**src/rtl/alu_pkg.sv**
```systemverilog
// Shared definitions for the ALU result path: word/address widths, reader FSM
// states and the accumulator width helper.
// Latency: n/a (declarations only). Backpressure: n/a.
package alu_pkg;

  localparam int DATA_W = 9;
  localparam int ADDR_W = 4;

  typedef enum logic [1:0] {
    IDLE    = 2'd0,
    WAIT    = 2'd1,
    PRESENT = 2'd2
  } state_t;

  // Sum of 2**addr_w words of data_w bits never exceeds data_w+addr_w bits.
  function automatic int sum_width(input int data_w, input int addr_w);
    return data_w + addr_w;
  endfunction

endpackage

```
**src/rtl/alu_result_reader_if.sv**
```systemverilog
// Valid/ready result stream out of the reader: word, its RAM address, handshake.
// Latency: n/a (wires only). Backpressure: master holds m_data/m_index while m_valid & !m_ready.
// Ports: master drives m_data, m_index, m_valid and samples m_ready; slave is the mirror.
interface alu_result_reader_if #(
  parameter int DATA_W = alu_pkg::DATA_W,
  parameter int ADDR_W = alu_pkg::ADDR_W
);

  logic [DATA_W-1:0] m_data;
  logic [ADDR_W-1:0] m_index;
  logic              m_valid;
  logic              m_ready;

  modport master (output m_data, output m_index, output m_valid, input m_ready);
  modport slave  (input m_data, input m_index, input m_valid, output m_ready);

endinterface

```
**src/rtl/alu_result_reader_rd_stats.sv**
```systemverilog
// Running unsigned sum and maximum of a word stream, with synchronous clear.
// Latency: results visible the clock after upd. Backpressure: none, upd is the only qualifier.
// Ports: clk, rst (async high); clr zeroes both results; upd folds din in; sum, max registered.
module rd_stats #(
  parameter int DATA_W = 9,
  parameter int SUM_W  = 13
) (
  input  logic              clk,
  input  logic              rst,
  input  logic              clr,
  input  logic              upd,
  input  logic [DATA_W-1:0] din,
  output logic [SUM_W-1:0]  sum,
  output logic [DATA_W-1:0] max
);

  always_ff @(posedge clk or posedge rst) begin
    if (rst) begin
      sum <= '0;
      max <= '0;
    end else if (clr) begin
      sum <= '0;
      max <= '0;
    end else if (upd) begin
      sum <= sum + SUM_W'(din);
      if (din > max) max <= din;
    end
  end

endmodule

```
**src/rtl/alu_result_reader.sv**
```systemverilog
// Sweeps a window of result-RAM addresses and streams each word out with sum/max stats.
// Latency: start accept to m_valid = READ_LAT+1 clocks; one word per READ_LAT+2 clocks best case.
// Backpressure: m_valid/m_data/m_index hold until m_ready; no prefetch, so RAM reads stall too.
// Ports: clk, rst (async high); start/first_addr/count request a sweep; mem_addr/mem_dout
// talk to the RAM read port; m (master) is the output stream; sum, max, busy, done status.
module alu_result_reader #(
  parameter int DATA_W   = alu_pkg::DATA_W,
  parameter int ADDR_W   = alu_pkg::ADDR_W,
  parameter int READ_LAT = 1,                  // RAM addr-to-douta clocks, 1..3
  parameter int SUM_W    = alu_pkg::sum_width(DATA_W, ADDR_W)
) (
  input  logic                 clk,
  input  logic                 rst,
  input  logic                 start,
  input  logic [ADDR_W-1:0]    first_addr,
  input  logic [ADDR_W:0]      count,
  output logic [ADDR_W-1:0]    mem_addr,
  input  logic [DATA_W-1:0]    mem_dout,
  alu_result_reader_if.master  m,
  output logic [SUM_W-1:0]     sum,
  output logic [DATA_W-1:0]    max,
  output logic                 busy,
  output logic                 done
);

  import alu_pkg::*;

  localparam logic [1:0]    LAT = 2'(READ_LAT);
  localparam logic [ADDR_W:0] ONE = (ADDR_W+1)'(1);

  state_t              state;
  logic [ADDR_W:0]     remaining;
  logic [1:0]          wait_cnt;
  logic [DATA_W-1:0]   data_q;
  logic [ADDR_W-1:0]   index_q;
  logic                valid_q;
  logic                xfer;
  logic                stats_clr;

  assign m.m_data  = data_q;
  assign m.m_index = index_q;
  assign m.m_valid = valid_q;

  assign xfer      = valid_q & m.m_ready;
  // Any accepted start (including count=0) clears the stats.
  assign stats_clr = (state == IDLE) & start;

  always_ff @(posedge clk or posedge rst) begin
    if (rst) begin
      state     <= IDLE;
      mem_addr  <= '0;
      remaining <= '0;
      wait_cnt  <= '0;
      data_q    <= '0;
      index_q   <= '0;
      valid_q   <= 1'b0;
      busy      <= 1'b0;
      done      <= 1'b0;
    end else begin
      done <= 1'b0;
      unique case (state)
        IDLE: begin
          if (start) begin
            if (count != '0) begin
              mem_addr  <= first_addr;
              remaining <= count;
              wait_cnt  <= LAT;
              busy      <= 1'b1;
              state     <= WAIT;
            end else begin
              // Empty sweep: nothing to read, just signal completion.
              done <= 1'b1;
            end
          end
        end
        WAIT: begin
          // READ_LAT edges for the RAM to produce douta, then one capture edge.
          if (wait_cnt == 2'd0) begin
            data_q  <= mem_dout;
            index_q <= mem_addr;
            valid_q <= 1'b1;
            state   <= PRESENT;
          end else begin
            wait_cnt <= wait_cnt - 2'd1;
          end
        end
        PRESENT: begin
          if (xfer) begin
            valid_q   <= 1'b0;
            remaining <= remaining - ONE;
            if (remaining != ONE) begin
              mem_addr <= mem_addr + ADDR_W'(1);   // wraps modulo depth
              wait_cnt <= LAT;
              state    <= WAIT;
            end else begin
              busy  <= 1'b0;
              done  <= 1'b1;
              state <= IDLE;
            end
          end
        end
        default: state <= IDLE;
      endcase
    end
  end

  rd_stats #(
    .DATA_W (DATA_W),
    .SUM_W  (SUM_W)
  ) u_stats (
    .clk (clk),
    .rst (rst),
    .clr (stats_clr),
    .upd (xfer),
    .din (data_q),
    .sum (sum),
    .max (max)
  );

endmodule
```
**src/flat_wrapper.sv**
```systemverilog
// flat-port wrapper written by rule: the top's interface ports become plain ports
module alu_result_reader_flat import alu_pkg::*;
#(
  parameter int DATA_W   = alu_pkg::DATA_W,
  parameter int ADDR_W   = alu_pkg::ADDR_W,
  parameter int READ_LAT = 1,                                                   
  parameter int SUM_W    = alu_pkg::sum_width(DATA_W, ADDR_W)
)
  (clk, rst, start, first_addr, count, mem_addr, mem_dout, sum, max, busy, done, m_m_data, m_m_index, m_m_valid, m_m_ready);
  alu_result_reader_if #(.DATA_W(DATA_W), .ADDR_W(ADDR_W)) m_i ();
  input  logic clk;
  input  logic rst;
  input  logic start;
  input  logic [ADDR_W-1:0] first_addr;
  input  logic [ADDR_W:0] count;
  output logic [ADDR_W-1:0] mem_addr;
  input  logic [DATA_W-1:0] mem_dout;
  output logic [SUM_W-1:0] sum;
  output logic [DATA_W-1:0] max;
  output logic busy;
  output logic done;
  output wire logic [$bits(m_i.m_data)-1:0] m_m_data;
  output wire logic [$bits(m_i.m_index)-1:0] m_m_index;
  output wire logic [$bits(m_i.m_valid)-1:0] m_m_valid;
  input wire logic [$bits(m_i.m_ready)-1:0] m_m_ready;
  assign m_m_data = m_i.m_data;
  assign m_m_index = m_i.m_index;
  assign m_m_valid = m_i.m_valid;
  assign m_i.m_ready = m_m_ready;
  alu_result_reader #(.DATA_W(DATA_W), .ADDR_W(ADDR_W), .READ_LAT(READ_LAT), .SUM_W(SUM_W)) u_core (.clk(clk), .rst(rst), .start(start), .first_addr(first_addr), .count(count), .mem_addr(mem_addr), .mem_dout(mem_dout), .m(m_i), .sum(sum), .max(max), .busy(busy), .done(done));
endmodule
```
**config.mk**
```make
export PLATFORM = sky130hd
export DESIGN_NAME = alu_result_reader_flat
export DESIGN_NICKNAME = d
export VERILOG_FILES = /design/src/rtl/alu_pkg.sv /design/src/rtl/alu_result_reader_if.sv /design/src/rtl/alu_result_reader_rd_stats.sv /design/src/rtl/alu_result_reader.sv /design/src/flat_wrapper.sv
export SDC_FILE = /design/constraint.sdc
export NUM_CORES = 1
export LEC_CHECK = 0
export CAP_MARGIN = 0
export CORE_UTILIZATION = 55
export DETAILED_ROUTE_END_ITERATION = 12
export MAX_ROUTING_LAYER = met4
export PLACE_DENSITY_LB_ADDON = 0.08
export SETUP_SLACK_MARGIN = 0.2
export SLEW_MARGIN = 25
export SYNTH_ARGS = -nofsm -noshare
export SYNTH_HDL_FRONTEND = slang
export SYNTH_SLANG_ARGS = --single-unit
```
**constraint.sdc**
```tcl
create_clock -name clk -period 4.5 [get_ports clk]
set_clock_uncertainty 0.2 [all_clocks]
set_input_delay 0.45 -clock clk [delete_from_list [all_inputs] [get_ports clk]]
set_output_delay 0.45 -clock clk [all_outputs]
set_load 0.005 [all_outputs]
```
Word level (Yosys, flattened, before mapping)
Cells that the tools add are included.
- bits in registers: 51
- output and inout port bits: 42
- input bits: 22
- logic and storage cells: 81
- add/sub/neg operators: 4
- bitwise operators: 2
- mux-type cells: 37
- reduce and logical (&&, ||, !) cells: 16
- $lt $le $gt $ge: 1
- equal/unequal tests: 10
- operator list (operator ; count):
    2-to-1 mux 9 bit ; 3
    2-to-1 mux 13 bit ; 2
    2-to-1 mux 4 bit ; 4
    2-to-1 mux 5 bit ; 3
    2-to-1 mux 2 bit ; 7
    adder 13 x 9 -> 13 bit ; 1
    one-hot mux 2 bit (3 select lines) ; 2
    2-to-1 mux 1 bit ; 11
    inequality test 2 bit (second input constant) ; 5
    one-hot mux 5 bit (2 select lines) ; 1
    AND reduction 5 bit ; 2
    > comparator 9 bit ; 1
    one-hot mux 4 bit (2 select lines) ; 1
    AND reduction 4 bit ; 2
    nonzero test 2 bit ; 4
    one-hot mux 1 bit (2 select lines) ; 3
    AND reduction 6 bit ; 1
    inequality test 5 x 1 -> 1 bit (second input constant) ; 1
    nonzero test 5 bit ; 1
    subtractor 5 x 1 -> 5 bit (second input constant) ; 1
    adder 4 x 1 -> 4 bit (second input constant) ; 1
    zero test 2 bit ; 2
    inequality test 2 x 1 -> 1 bit (second input constant) ; 2
    AND reduction 2 bit ; 2
    other kinds (6) ; 7

Logic depth before layout (Yosys ltp)
- depth after elaboration: 4
- mapped depth: 8
- mapped depth without buffers: 7

By module
Synthesis repeated with hierarchy kept, for this count alone.
- cell total of the unflattened synthesis: 325
- area, all modules: 3166.8 µm²
- modules (own cells, without submodules) (module ; cells each ; seq. area each (µm²) ; times used ; area an instance (µm²)):
    rd_stats ; 194 ; 550.5 ; 1 ; 1736.7
    alu_result_reader ; 131 ; 725.7 ; 1 ; 1430.1

Worst setup path before layout
Ideal clock, no wire load.
- path type: register to register
- from: register u_core.data_q[0], in the netlist u_core.m.m_data[0]
- to: register u_core.u_stats.sum[8]
- library setup time: 0.120 ns
- data arrival time: 1.861 ns
- period minus slack after synthesis: 2.181 ns
- data required time: 4.180 ns
- slack: 2.319 ns
- buffers on the path: 0
- cell stages (with the launch flop): 8
- cell sequence: dfrtp_1 ha_1 fa_1 a211oi_2 o21bai_2 a31oi_1 mux2i_1 nor2_1
- longest elaborated chain between the ends: 3
- RTL lines (element ; RTL line ; text):
    start, declared ; alu_result_reader.sv:34 ; logic [DATA_W-1:0] data_q;
    start signal, assigned ; alu_result_reader.sv:79 ; data_q <= mem_dout;
    adder 13 x 9 -> 13 bit ; alu_result_reader_rd_stats.sv:25 ; sum <= sum + SUM_W'(din);
    2-to-1 mux 13 bit ; alu_result_reader_rd_stats.sv:24 ; end else if (upd) begin
    2-to-1 mux 13 bit ; alu_result_reader_rd_stats.sv:21 ; end else if (clr) begin
    end signal, assigned ; alu_result_reader_rd_stats.sv:25 ;
    end, declared ; alu_result_reader_rd_stats.sv:13 ; output logic [SUM_W-1:0] sum,
Every way passes these cells. The select of a mux whose other input is x is not followed.
A chain may end at the register's enable or synchronous reset.

Worst setup path after layout
- from: input port m_m_ready
- to: register u_core.mem_addr[0]
- longest elaborated chain between the ends: 3
- RTL lines (element ; RTL line ; text):
    start, declared ; flat_wrapper.sv:25 ; input wire logic [$bits(m_i.m_ready)-1:0] m_m_ready;
    AND 1 bit ; alu_result_reader.sv:44 ; assign xfer = valid_q & m.m_ready;
    inequality test 2 bit (no line) ; n/a ;
    AND reduction 5 bit (no line) ; n/a ;
    end signal, assigned ; alu_result_reader.sv:65 ; mem_addr <= first_addr;
    end signal, assigned ; alu_result_reader.sv:92 ; mem_addr <= mem_addr + ADDR_W'(1);
    end, declared ; alu_result_reader.sv:17 ; output logic [ADDR_W-1:0] mem_addr,
Every way passes these cells.

==> results.ini <==
[outcome]
outcome=finished clean

[placement]
pre_cts_slack_ns=1.76
port_buffers=63
dpl.hpwl_um=5060
placed_cells=455
place_congestion=0.872
placed_area_mm2=0.00376

[synthesis]
synth-edff-count=0
synthCells=335
synth-main-ff-cell=dfrtp_1
avgSynthCellArea_um2=9.25
ys_types=52
synth_warnings=0
async_reset_ff_frac=1.00
ys_seq_area_frac=0.412
synth_nets=380
synth-seq-cells=51
syn_area_mm2=0.00310

[drt]
wl_per_cell_um=15.4
vias=2733
drc_errors=0
first_iter_violations=168
drt_wl_total_um=7140
vias_per_cell=5.90
first_pass_iters=4
antenna_left=0

[timing]
slew_headroom=0.425
fin_crit_sh=0.536
rsz0062_at_grt=false
setup_violations=0
hold_violations=0
slew_viol_final=0
worstMarginPinSlew_ns=0.860
clock.fmax_mhz=415
setup_tns_ns=0
fin_hold_ws_ns=0.288
min_period_ns=2.41
finalWorstSetupSlack_ns=2.09

[finish]
fill_cells=438
num-nets-final=437
drive_above_1_share=0.0814
finalInstanceArea_mm2=0.00385
n_antenna_cell=0
final_core_util=0.731
fin_cells=463
synthToLayoutAreaGrowth_pct=24.3

[worst_hold_path]
hp-class=register to register

[worst_setup_path]
end_kind=register
critPathRequiredTime_ns=4.51
arrival_ns=2.42
critPathMaxStageDelay_ns=0.62
cp_max_fo=22
startpoint_type=input port
cp_slowest_cell=and2_1
critPathBufInv=1
worstPathCellList=clkdlybuf4s50_1 -> and2_1 -> nand3_1 -> a21oi_2 -> mux2i_1 -> nand2_1
critPathTopFamily=simple AND/OR/NAND/NOR gates
worstSetupPathType=input port to register

[grt]
grt_pass1_vias=2599
grt_overflow=0
grt_start_max_net_pins=52
antenna_found_initial=0
gr-usage-all-layers=0.263
grt_pass1_wl_um=12100

[clock_tree]
worstSkewPairLatency_ns=0.31
cts-resized-gates=0
cts_tree=done
hold_buffers=0
cts_max_level=2
cts_buffers=5
cts.clk_slew.worst_paths_ns=0.10
cts_num_sinks=51
root_buffer=clkbuf_8
ctsLongestPathBuffers=2
cts_setup_buffers=0

[pwr]
max-vdd-ir-drop_uv=475
p_leak_nw=1.63
pwr_density_cell_mw_per_mm2=763
total_power_mw=2.94

[floorplan]
ioPinCount=64
core_mm2=0.00527
rows=26
start_util=0.588
dieArea_mm2=0.00594
die_h_um=77.1
die_w_um=77.1

[job]
maxCapViolations=0

routing by layer:
metal  global-route usage  share of wire
met2                0.456           0.50
met1                0.315           0.44
met3               0.0548          0.055
met4               0.0585          0.010
met5                    -              0
layout by cell type, fill, tap and decap left out, drive strengths merged, types with 5 or more instances in the layout:
cell,netlist,final
mux2,13,13
nand3,15,15
nand2b,7,7
nor2b,5,5
o21ai,34,34
clkdlybuf4s50,0,63
or4,5,5
a21o,10,10
inv,16,16
nor3,6,6
ha,22,22
nand2,28,28
nor2,18,18
clkbuf,6,6
a21oi,39,39
dfrtp,51,51
logic make-up after synthesis:
| group | share of synthesized area |
|---|---|
| AO/OA/AOI/OAI | 0.215 |
| AND/OR/NAND/NOR | 0.181 |
| flip-flops | 0.412 |
| buffers and inverters | 0.0400 |
| adder cells (fa/ha/maj) | 0.0953 |
| multiplexers | 0.0537 |
| XOR/XNOR | 0.00283 |
sequential cells by signal, indices dropped and copies added, names as in the netlist:
signal / count
u_core.m.m_index: 4
u_core.u_stats.max: 9
u_core.wait_cnt: 2
u_core.state: 2
u_core.u_stats.sum: 13
u_core.m.m_valid: 1
u_core.done: 1
u_core.m.m_data: 9
u_core.busy: 1
u_core.mem_addr: 4
u_core.remaining: 5
power breakdown:
part	switching [mW]	internal, mW	leakage, nW	total [mW]
clock network	0.157	0.112	0.0454	0.269
logic	0.901	0.874	0.964	1.78
registers	0.235	0.661	0.623	0.897
total	1.29	1.65	1.63	2.94
worst reg2reg max path, stage by stage, from the launching register on:
cell and delay [ns]:
dfrtp_1 0.47, ha_1 0.36, a21oi_1 0.14, o21ai_0 0.22
a2111oi_4 0.56, o21ai_0 0.19, a21oi_1 0.19
cell usage after synthesis (all sizes together), types with 3 or more instances:
cell	n	area [um^2]
or4	5	41.3
buf	8	40.0
o211ai	3	22.5
nor3	6	30.0
nand3	15	75.1
a31oi	4	25.0
nor2b	5	31.3
nand3b	3	22.5
mux2	13	146
ha	22	275
nor2	18	67.6
nand2b	7	43.8
inv	16	60.1
nor3b	3	22.5
nand2	28	105
dfrtp	51	1280
o21bai	3	26.3
a21o	10	77.6
or3	4	25.0
a21oi	39	199
clkbuf	6	23.8
o21ai	34	174
a211oi	4	35.0
worst paths after layout:
path / end / slack [ns] / depth (start not counted) / startpoint
max reg2reg: u_core.u_stats.max[5] / 2.10 / 6 / u_core.m.m_data[8]
min reg2reg: u_core.wait_cnt[1] / 0.29 / 1 / u_core.wait_cnt[1]
min in group asynchronous: u_core.m.m_index[3] / 0.37 / 2 / rst
max: u_core.mem_addr[0] / 2.09 / 6 / m_m_ready
max in group asynchronous: u_core.m.m_data[4] / 3.29 / 2 / rst
min: u_core.wait_cnt[1] / 0.29 / 1 / u_core.wait_cnt[1]
final cells by class:
| cell class | instances | area [um^2] | share of cell area |
|---|---|---|---|
| Multi-Input combinational cell | 254 | 1700 | 0.441 |
| Sequential cell | 51 | 1280 | 0.331 |
| Timing Repair Buffer | 64 | 638 | 0.166 |
| Tap cell | 70 | 87.6 | 0.0227 |
| Clock buffer | 6 | 72.6 | 0.0188 |
| Inverter | 16 | 62.6 | 0.0162 |
| Clock inverter | 2 | 17.5 | 0.00455 |
Power figures use the tool's default switching activity.
